$ cat config.mk
export PLATFORM = sky130hd
export DESIGN_NAME = nn_key_port
export DESIGN_NICKNAME = d
export VERILOG_FILES = /design/src/rtl/nn_key_port.sv
export SDC_FILE = /design/constraint.sdc
export NUM_CORES = 1
export LEC_CHECK = 0
export ABC_CLOCK_PERIOD_IN_PS = 1600
export CELL_PAD_IN_SITES_DETAIL_PLACEMENT = 1
export CELL_PAD_IN_SITES_GLOBAL_PLACEMENT = 1
export CORE_ASPECT_RATIO = 1.75
export CORE_MARGIN = 2
export CORE_UTILIZATION = 28
export CTS_CLUSTER_DIAMETER = 50
export DETAILED_ROUTE_END_ITERATION = 8
export HOLD_SLACK_MARGIN = 0.06
export PLACE_DENSITY = 0.9
export SLEW_MARGIN = 20
export SYNTH_ARGS = -nofsm -noshare
export SYNTH_HDL_FRONTEND = slang
export SYNTH_SLANG_ARGS = --single-unit
export TNS_END_PERCENT = 5
$ cat constraint.sdc
create_clock -name clk_i -period 1.6 [get_ports clk_i]
set_input_delay 0.4 -clock clk_i [delete_from_list [all_inputs] [get_ports clk_i]]
set_output_delay 0.4 -clock clk_i [all_outputs]
set_load 0.02 [all_outputs]
$ cat src/rtl/nn_key_port.sv
// -----------------------------------------------------------------------------
// nn_key_port -- memory-mapped KEY input responder for nnRvSoc.
//
// The raw key pins are synchronised and debounced, and their debounced level is
// reported. A press sets an event bit that stays set until software writes a 1
// to it. IRQ is raised while any unmasked event bit is set.
//
// Register map (byte offsets from BASE_ADDR, address bits [1:0] ignored):
//   0x0 STATE  RO   {0, key_state}     stores respond but change nothing
//   0x8 EVENT  W1C  sticky event bits   a new event wins over a clear in the same cycle
//   0xC MASK   RW   IRQ enable per event bit
//   Any other offset gets no response.
//
// Optional feature: define KEY_RELEASE_EVT_EN to widen EVENT/MASK to 2*KEY_W.
// The upper half then records release (pressed -> not pressed) events.
//
// Ports:
//   clk_i        system clock (single domain)
//   rst_i        synchronous reset, active-high
//   key_i        raw asynchronous key pins
//   req_valid_i  bus request strobe, one cycle per access
//   req_we_i     1 = store, 0 = load
//   req_addr_i   byte address
//   req_wdata_i  store data
//   rsp_valid_o  one-cycle pulse one cycle after a request that hit this block
//   rsp_rdata_o  load data, valid with rsp_valid_o (0 for stores)
//   key_state_o  debounced pressed level per key
//   irq_o        registered |(EVENT & MASK)
// -----------------------------------------------------------------------------
module nn_key_port #(
  parameter int          KEY_W          = 4,
  parameter int          DEB_CYCLES     = 16,
  parameter int          KEY_ACTIVE_LOW = 1,
  parameter logic [31:0] BASE_ADDR      = 32'h8000_0000
) (
  input  logic              clk_i,
  input  logic              rst_i,
  input  logic [KEY_W-1:0]  key_i,
  input  logic              req_valid_i,
  input  logic              req_we_i,
  input  logic [31:0]       req_addr_i,
  input  logic [31:0]       req_wdata_i,
  output logic              rsp_valid_o,
  output logic [31:0]       rsp_rdata_o,
  output logic [KEY_W-1:0]  key_state_o,
  output logic              irq_o
);

  localparam int CW = $clog2(DEB_CYCLES);
`ifdef KEY_RELEASE_EVT_EN
  localparam int EW = 2 * KEY_W;
`else
  localparam int EW = KEY_W;
`endif

  // ---------------------------------------------------------------------------
  // Input path. Polarity is applied in front of the synchroniser so that every
  // flop holds "pressed" and the all-zero reset value means "not pressed".
  // Otherwise an active-low idle key would look pressed for the two cycles the
  // synchroniser needs to refill after reset.
  // ---------------------------------------------------------------------------
  logic [KEY_W-1:0] key_pressed;
  logic [KEY_W-1:0] sync1_q, sync2_q;
  logic [KEY_W-1:0] stable_q, stable_d;
  logic [CW-1:0]    cnt_q [KEY_W];
  logic [CW-1:0]    cnt_d [KEY_W];

  assign key_pressed = (KEY_ACTIVE_LOW != 0) ? ~key_i : key_i;

  generate
    for (genvar gi = 0; gi < KEY_W; gi++) begin : g_deb
      logic differ;
      logic cnt_done;
      assign differ   = sync2_q[gi] ^ stable_q[gi];
      assign cnt_done = (cnt_q[gi] == CW'(DEB_CYCLES - 1));
      // The counter only runs while the synchronised level disagrees with the
      // stable level. Any reversal clears it, so a level must hold for
      // DEB_CYCLES consecutive cycles before it is accepted.
      assign cnt_d[gi]    = (!differ || cnt_done) ? '0 : cnt_q[gi] + 1'b1;
      assign stable_d[gi] = (differ && cnt_done) ? sync2_q[gi] : stable_q[gi];
    end
  endgenerate

  logic [KEY_W-1:0] rise, fall;
  logic [EW-1:0]    evt_set;

  assign rise = stable_d & ~stable_q;
  assign fall = ~stable_d & stable_q;

`ifdef KEY_RELEASE_EVT_EN
  assign evt_set = {fall, rise};
`else
  assign evt_set = rise;
`endif

  // ---------------------------------------------------------------------------
  // Bus decode. The offset is a word offset, so address bits [1:0] play no role.
  // ---------------------------------------------------------------------------
  logic [29:0] word_off;
  logic        hit_state, hit_event, hit_mask, hit_any;
  logic        wr_event, wr_mask;
  logic [31:0] rd_mux;

  logic [EW-1:0] event_q, event_d;
  logic [EW-1:0] mask_q, mask_d;
  logic [EW-1:0] evt_clr;
  logic          rsp_valid_q, rsp_valid_d;
  logic [31:0]   rsp_rdata_q, rsp_rdata_d;
  logic          irq_q;

  assign word_off  = req_addr_i[31:2] - BASE_ADDR[31:2];
  assign hit_state = req_valid_i && (word_off == 30'd0);
  assign hit_event = req_valid_i && (word_off == 30'd2);
  assign hit_mask  = req_valid_i && (word_off == 30'd3);
  assign hit_any   = hit_state || hit_event || hit_mask;
  assign wr_event  = hit_event && req_we_i;
  assign wr_mask   = hit_mask && req_we_i;

  // Load data comes from the current register contents, so a load sees the
  // state from before any update made in the same cycle.
  always_comb begin
    rd_mux = '0;
    if (hit_state)      rd_mux = 32'(stable_q);
    else if (hit_event) rd_mux = 32'(event_q);
    else if (hit_mask)  rd_mux = 32'(mask_q);
  end

  assign evt_clr     = wr_event ? req_wdata_i[EW-1:0] : '0;
  // Clear first, then set, so a new event wins over a same-cycle clear.
  assign event_d     = (event_q & ~evt_clr) | evt_set;
  assign mask_d      = wr_mask ? req_wdata_i[EW-1:0] : mask_q;
  assign rsp_valid_d = hit_any;
  assign rsp_rdata_d = (hit_any && !req_we_i) ? rd_mux : 32'd0;

  always_ff @(posedge clk_i) begin
    if (rst_i) begin
      sync1_q     <= '0;
      sync2_q     <= '0;
      stable_q    <= '0;
      event_q     <= '0;
      mask_q      <= '0;
      rsp_valid_q <= 1'b0;
      rsp_rdata_q <= '0;
      irq_q       <= 1'b0;
      for (int i = 0; i < KEY_W; i++) cnt_q[i] <= '0;
    end else begin
      sync1_q     <= key_pressed;
      sync2_q     <= sync1_q;
      stable_q    <= stable_d;
      event_q     <= event_d;
      mask_q      <= mask_d;
      rsp_valid_q <= rsp_valid_d;
      rsp_rdata_q <= rsp_rdata_d;
      // IRQ follows EVENT/MASK one cycle later.
      irq_q       <= |(event_q & mask_q);
      for (int i = 0; i < KEY_W; i++) cnt_q[i] <= cnt_d[i];
    end
  end

  assign rsp_valid_o = rsp_valid_q;
  assign rsp_rdata_o = rsp_rdata_q;
  assign key_state_o = stable_q;
  assign irq_o       = irq_q;

endmodule
# Word-level counts from Yosys, hierarchy flattened
# Memory sizes are Yosys's and may differ from the RTL's.
# Index checks and enable logic that the tools add are counted.
[word_totals] ff_bits=54 latch_bits=0 ramBits=16 mem_bits_ro=0 inputBits=72 output_inout_bits=38 word_cells=81 n_memories=1
[memory_table] memory="cnt_q" words=4 word_bits=4 rd=4 rd_ports_with_merged_regs=0 write_ports=4 line="65" text="logic [CW-1:0] cnt_q [KEY_W];"
[op_classes] addsub=5 mul=0 div=0 magnitude_cmp=0 eq_ne=6 shifts=0 muxes=19 n_bitwise=16 reduce_logical=25
[op_table] op="equality test 30 x 2 -> 1 bit (second input constant)" count=2
[op_table] op="2-to-1 mux 4 bit" count=12
[op_table] op="zero test 30 bit" count=1
[op_table] op="subtractor 30 bit (second input constant)" count=1
[op_table] op="adder 4 x 1 -> 4 bit (second input constant)" count=4
[op_table] op="equality test 4 bit (second input constant)" count=4
[op_table] op="AND 4 bit" count=3
[op_table] op="NOT 4 bit" count=3
[op_table] op="logical AND 1 bit" count=10
[op_table] op="OR reduction 4 bit" count=2
[op_table] op="2-to-1 mux 1 bit" count=7
[op_table] op="logical OR 1 bit" count=6
[op_table] op="zero test 1 bit" count=5
[op_table] op="OR 1 bit" count=4
[op_table] op="OR 4 bit" count=1
[op_table] op="bitwise XOR 1 bit" count=4
[op_table] op="OR reduction 2 bit" count=1
[op_table] op="NOT 1 bit" count=1

# Logic depth before layout (Yosys ltp)
[logic_depth] depth_word=8 ltp_mapped=5 mapped_depth_nobuf=5

# Worst setup path after synthesis
# No wires, ideal clock.
[synth_path] path_type="input -> register" start="input req_addr_i[28]" end="register rsp_rdata_q[0] (netlist: rsp_rdata_o[0])" setup_time_ns=0.116 t_arrival_ns=1.403 required_ns=1.484 path_slack_ns=0.080 path_stages=5 n_path_buf=1 cell_sequence="nor3b_1 -> and4_1 -> buf_2 -> nand3_2 -> o211a_1"
[synth_via] elab_chain_len=8 elab_cells_between_ends=15 cone_classes="1 x add/sub; 2 x eq/ne; 3 x mux; 1 x bitwise; 8 x reduce/logical"
[synth_lines] element="start: declaration" line="41" text="input logic [31:0] req_addr_i,"
[synth_lines] element="subtractor 30 bit (*)" line="111" text="assign word_off = req_addr_i[31:2] - BASE_ADDR[31:2];"
[synth_lines] element="equality test 30 x 2 -> 1 bit / zero test 30 bit (equally long branches)" line="113, 112"
[synth_lines] element="logical AND 1 bit, on equally long branches" line="113, 112"
[synth_lines] element="logical OR 1 bit (2 in a row)" line="115" text="assign hit_any = hit_state || hit_event || hit_mask;"
[synth_lines] element="logical AND 1 bit" line="133" text="assign rsp_rdata_d = (hit_any && !req_we_i) ? rd_mux : 32'd0;"
[synth_lines] element="NOT 1 bit (no source line)"
[synth_lines] element="OR reduction 2 bit (no source line)"
[synth_lines] element="end signal: assignment" line="153" text="rsp_rdata_q <= rsp_rdata_d;"
[synth_lines] element="end: declaration" line="108" text="logic [31:0] rsp_rdata_q, rsp_rdata_d;"
# Every way passes the cells marked *; elsewhere a longest branch is shown, timed or not.
# A chain may end at the register's enable or synchronous reset.

# Final worst setup path
[layout_path] start="input req_addr_i[27]" end="register event_q[0]"
[layout_via] elab_chain_len=8
[layout_lines] element="subtractor 30 bit" line="111"
[layout_lines] element="equality test 30 x 2 -> 1 bit" line="113" text="assign hit_event = req_valid_i && (word_off == 30'd2);"
[layout_lines] element="logical AND 1 bit" line="113"
[layout_lines] element="logical AND 1 bit" line="116" text="assign wr_event = hit_event && req_we_i;"
[layout_lines] element="2-to-1 mux 4 bit" line="128" text="assign evt_clr = wr_event ? req_wdata_i[EW-1:0] : '0;"
[layout_lines] element="NOT 4 bit" line="130" text="assign event_d = (event_q & ~evt_clr) | evt_set;"
[layout_lines] element="AND 4 bit" line="130"
[layout_lines] element="OR 4 bit" line="130"
[layout_lines] element="end signal: assignment" line="150" text="event_q <= event_d;"
[layout_lines] element="end: declaration" line="104" text="logic [EW-1:0] event_q, event_d;"
# Every way passes these cells.

==> run metrics <==
outcome finished, final reports clean; Worst Skew 5.61 ps; Post-synth EDFFs 0; Slew Viols, Final 0; Ports 110; Clock Latency Late Sink 280 ps; Final Cell Area 0.00290 sq mm; Gate Count Post-Synth 213; HPWL Detailed 4170 um; top-count cell post-synth dfxtp_1; RSZ-0062 raised after global routing yes; post-route ant nets 0; Synth area leader dfxtp_1; chip width 68.8 um; setup TNS 0 ps; GRT overflow 0; pwr/cell area 798 mW/mm^2; startpoint types primary input; total power 2.31 mW; vias in the first global route 1838; slowest library cell on the worst path nor4_4; Area Growth Syn to Fin 40.9%; largest net degree at the start of global routing 16; dominant synthesized flop cell dfxtp_1; Peak VDD IR 351 uV; max-cap viol count 0; Worst Slack Setup Final 55.4 ps; detailed-route vias per instance 4.72; Worst EP required 1770 ps; DR WL/cell 14.6 um; Synth Register Bits 42; ANT cells 0; pre-CTS WS -529 ps; Mapped Area 0.00206 sq mm; crit path cell chain dlygate4sd2_1 -> nor4_4 -> nand4_4 -> buf_12 -> o31ai_2 -> a21oi_1; synth cell count leaders dfxtp_1 (42), nor2_1 (29), buf_4 (28); Hold Vio Cnt, Final 0; leakage 1.36 nW; # fillers 843; DP Cell Count 355; Post-synth ARST share 0%; CTS tree built; layout cell share with drive strength beyond 1 17.6%; WL final 5330 um; die height 117 um; initial antenna violation count 0; DIE AREA 0.00807 sq mm; # rows 41; DP Area 0.00265 sq mm; CTS H-Tree Depth 2; top cell type's share of synthesized area 40.9%; Total GRT Usage 14.2%; Reg clk slew, reported paths 60 ps; Critical Path Fanout Max 6; Net count, final 354; CTS Sinks 42; drt pass-1 iters 4; CTS max path bufs 2; min Tclk post-route 1540 ps; port bufs 51; CORE AREA 0.00718 sq mm; period utilization 96.5%; CP arrival 1710 ps; Final GP Congestion 0.807; post-synthesis sequential area ratio 40.9%; CP max stage delay 330 ps; Crit Path Category in -> reg; final setup fails 0; Hold Crit Class reg -> reg; routed vias 1721; initial cell density of the core 28.6%; Synth area leaders dfxtp_1 (41%), buf_4 (10%), nor2_1 (5.3%), nor4_4 (5.2%), xnor2_1 (3.4%); synth warn 0; # DRC 0; Initial DRC Count 40; FMAX 647 MHz; Finished Layout Cells 365; crit end category register; wire length of the first global-routing pass 8620 um; CTS root buf clkbuf_16; Unique masters post-synth 34; Syn Area/Cell 9.66 sq um; TritonCTS Buffers 5
## per-stage QoR
stage	util [%]	hold WS (ps)
CTS	39.1	444
floorplan	-	414
global route	40.3	462
detailed placement	36.9	429
global placement	36.9	419
finish	40.3	437
## cells by family after synthesis
family	after synthesis	synth area share, %
multiplexers	5	2.49
AND/OR/NAND/NOR	86	28.6
adder cells (fa/ha/maj)	4	2.43
other	1	0.182
XOR/XNOR	12	5.11
buffers and inverters	38	12.2
flip-flops	42	40.9
AO/OA/AOI/OAI	25	8.09
## worst max-delay path, delay by kind of cell
family | cells | cell delay [ps]
and+or+nand+nor | 2 | 510
buffers and inverters | 2 | 440
AOI/OAI and AO/OA | 2 | 360
## registers in the layout, indices dropped and copies added, names as in the netlist
register     flops
cnt_q           16
event_q          4
key_state_o      4
mask_q           4
rsp_rdata_o      4
sync1_q          4
sync2_q          4
irq_o            1
rsp_valid_o      1
## cell type report
class / instances / area, sq um / area share [%]
clock buffers: 5 / 125 / 4.32
multi-input cells: 160 / 1130 / 38.9
flip-flops and latches: 42 / 841 / 29.0
well taps: 86 / 108 / 3.71
inverters: 3 / 11.3 / 0.389
repair buffers: 66 / 666 / 23.0
clock inverters: 3 / 21.3 / 0.734
## final timing paths
kind / from / to / slack [ps] / depth (start not counted)
setup / recovery: req_addr_i[27] / event_q[0]$_SDFF_PP0_ / 60 / 6
hold / removal: sync1_q[0]$_SDFF_PP0_ / sync2_q[0]$_SDFF_PP0_ / 440 / 1
setup reg to reg: cnt_q[0][0]$_SDFF_PP0_ / cnt_q[0][1]$_SDFF_PP0_ / 150 / 4
hold reg to reg: sync1_q[0]$_SDFF_PP0_ / sync2_q[0]$_SDFF_PP0_ / 440 / 1
## cells in the final DEF (no fill, tap or decap), types with 3 or more instances in the layout
master and count:
xor2_1 4, buf_4 13, xnor2_1 8, dlymetal6s2s_1 18, nand2_1 5, dlygate4sd2_1 11
nor4_4 5, clkdlybuf4s50_1 14, inv_1 3, nand2b_1 3, nand4_1 5, clkbuf_16 5
conb_1 28, mux2i_1 4, o31ai_2 6, nor2_1 28, and3_1 6, ha_1 4
clkdlybuf4s15_1 7, nor2b_1 4, or3_1 4, dfxtp_1 42, a21oi_1 10, o211a_1 3
nand3_1 11
## where the power goes
part | switching [mW] | leakage, nW | total, mW | internal, mW
sequential | 0.00697 | 0.340 | 1.07 | 1.06
clock | 0.412 | 0.0698 | 0.989 | 0.577
combinational | 0.145 | 0.952 | 0.258 | 0.113
total | 0.564 | 1.36 | 2.31 | 1.75
## per-layer routing
| layer | share of wire, % | track usage, % |
|---|---|---|
| met4 | 2.7 | 7.23 |
| met1 | 31 | 12.3 |
| met3 | 5.9 | 2.88 |
| met2 | 61 | 27.6 |
| met5 | 0 | 0 |
## repair_timing
item                       in CTS  in global routing
hold buffers                    0                  0
gates resized for setup        26                 34
setup endpoints to repair      19                 17
gates cloned                    0                  0
pin swaps                       5                 10
setup buffers                   1                  1
hold endpoints to repair        0                  0
Note: power is estimated with default switching activity, not from simulation.
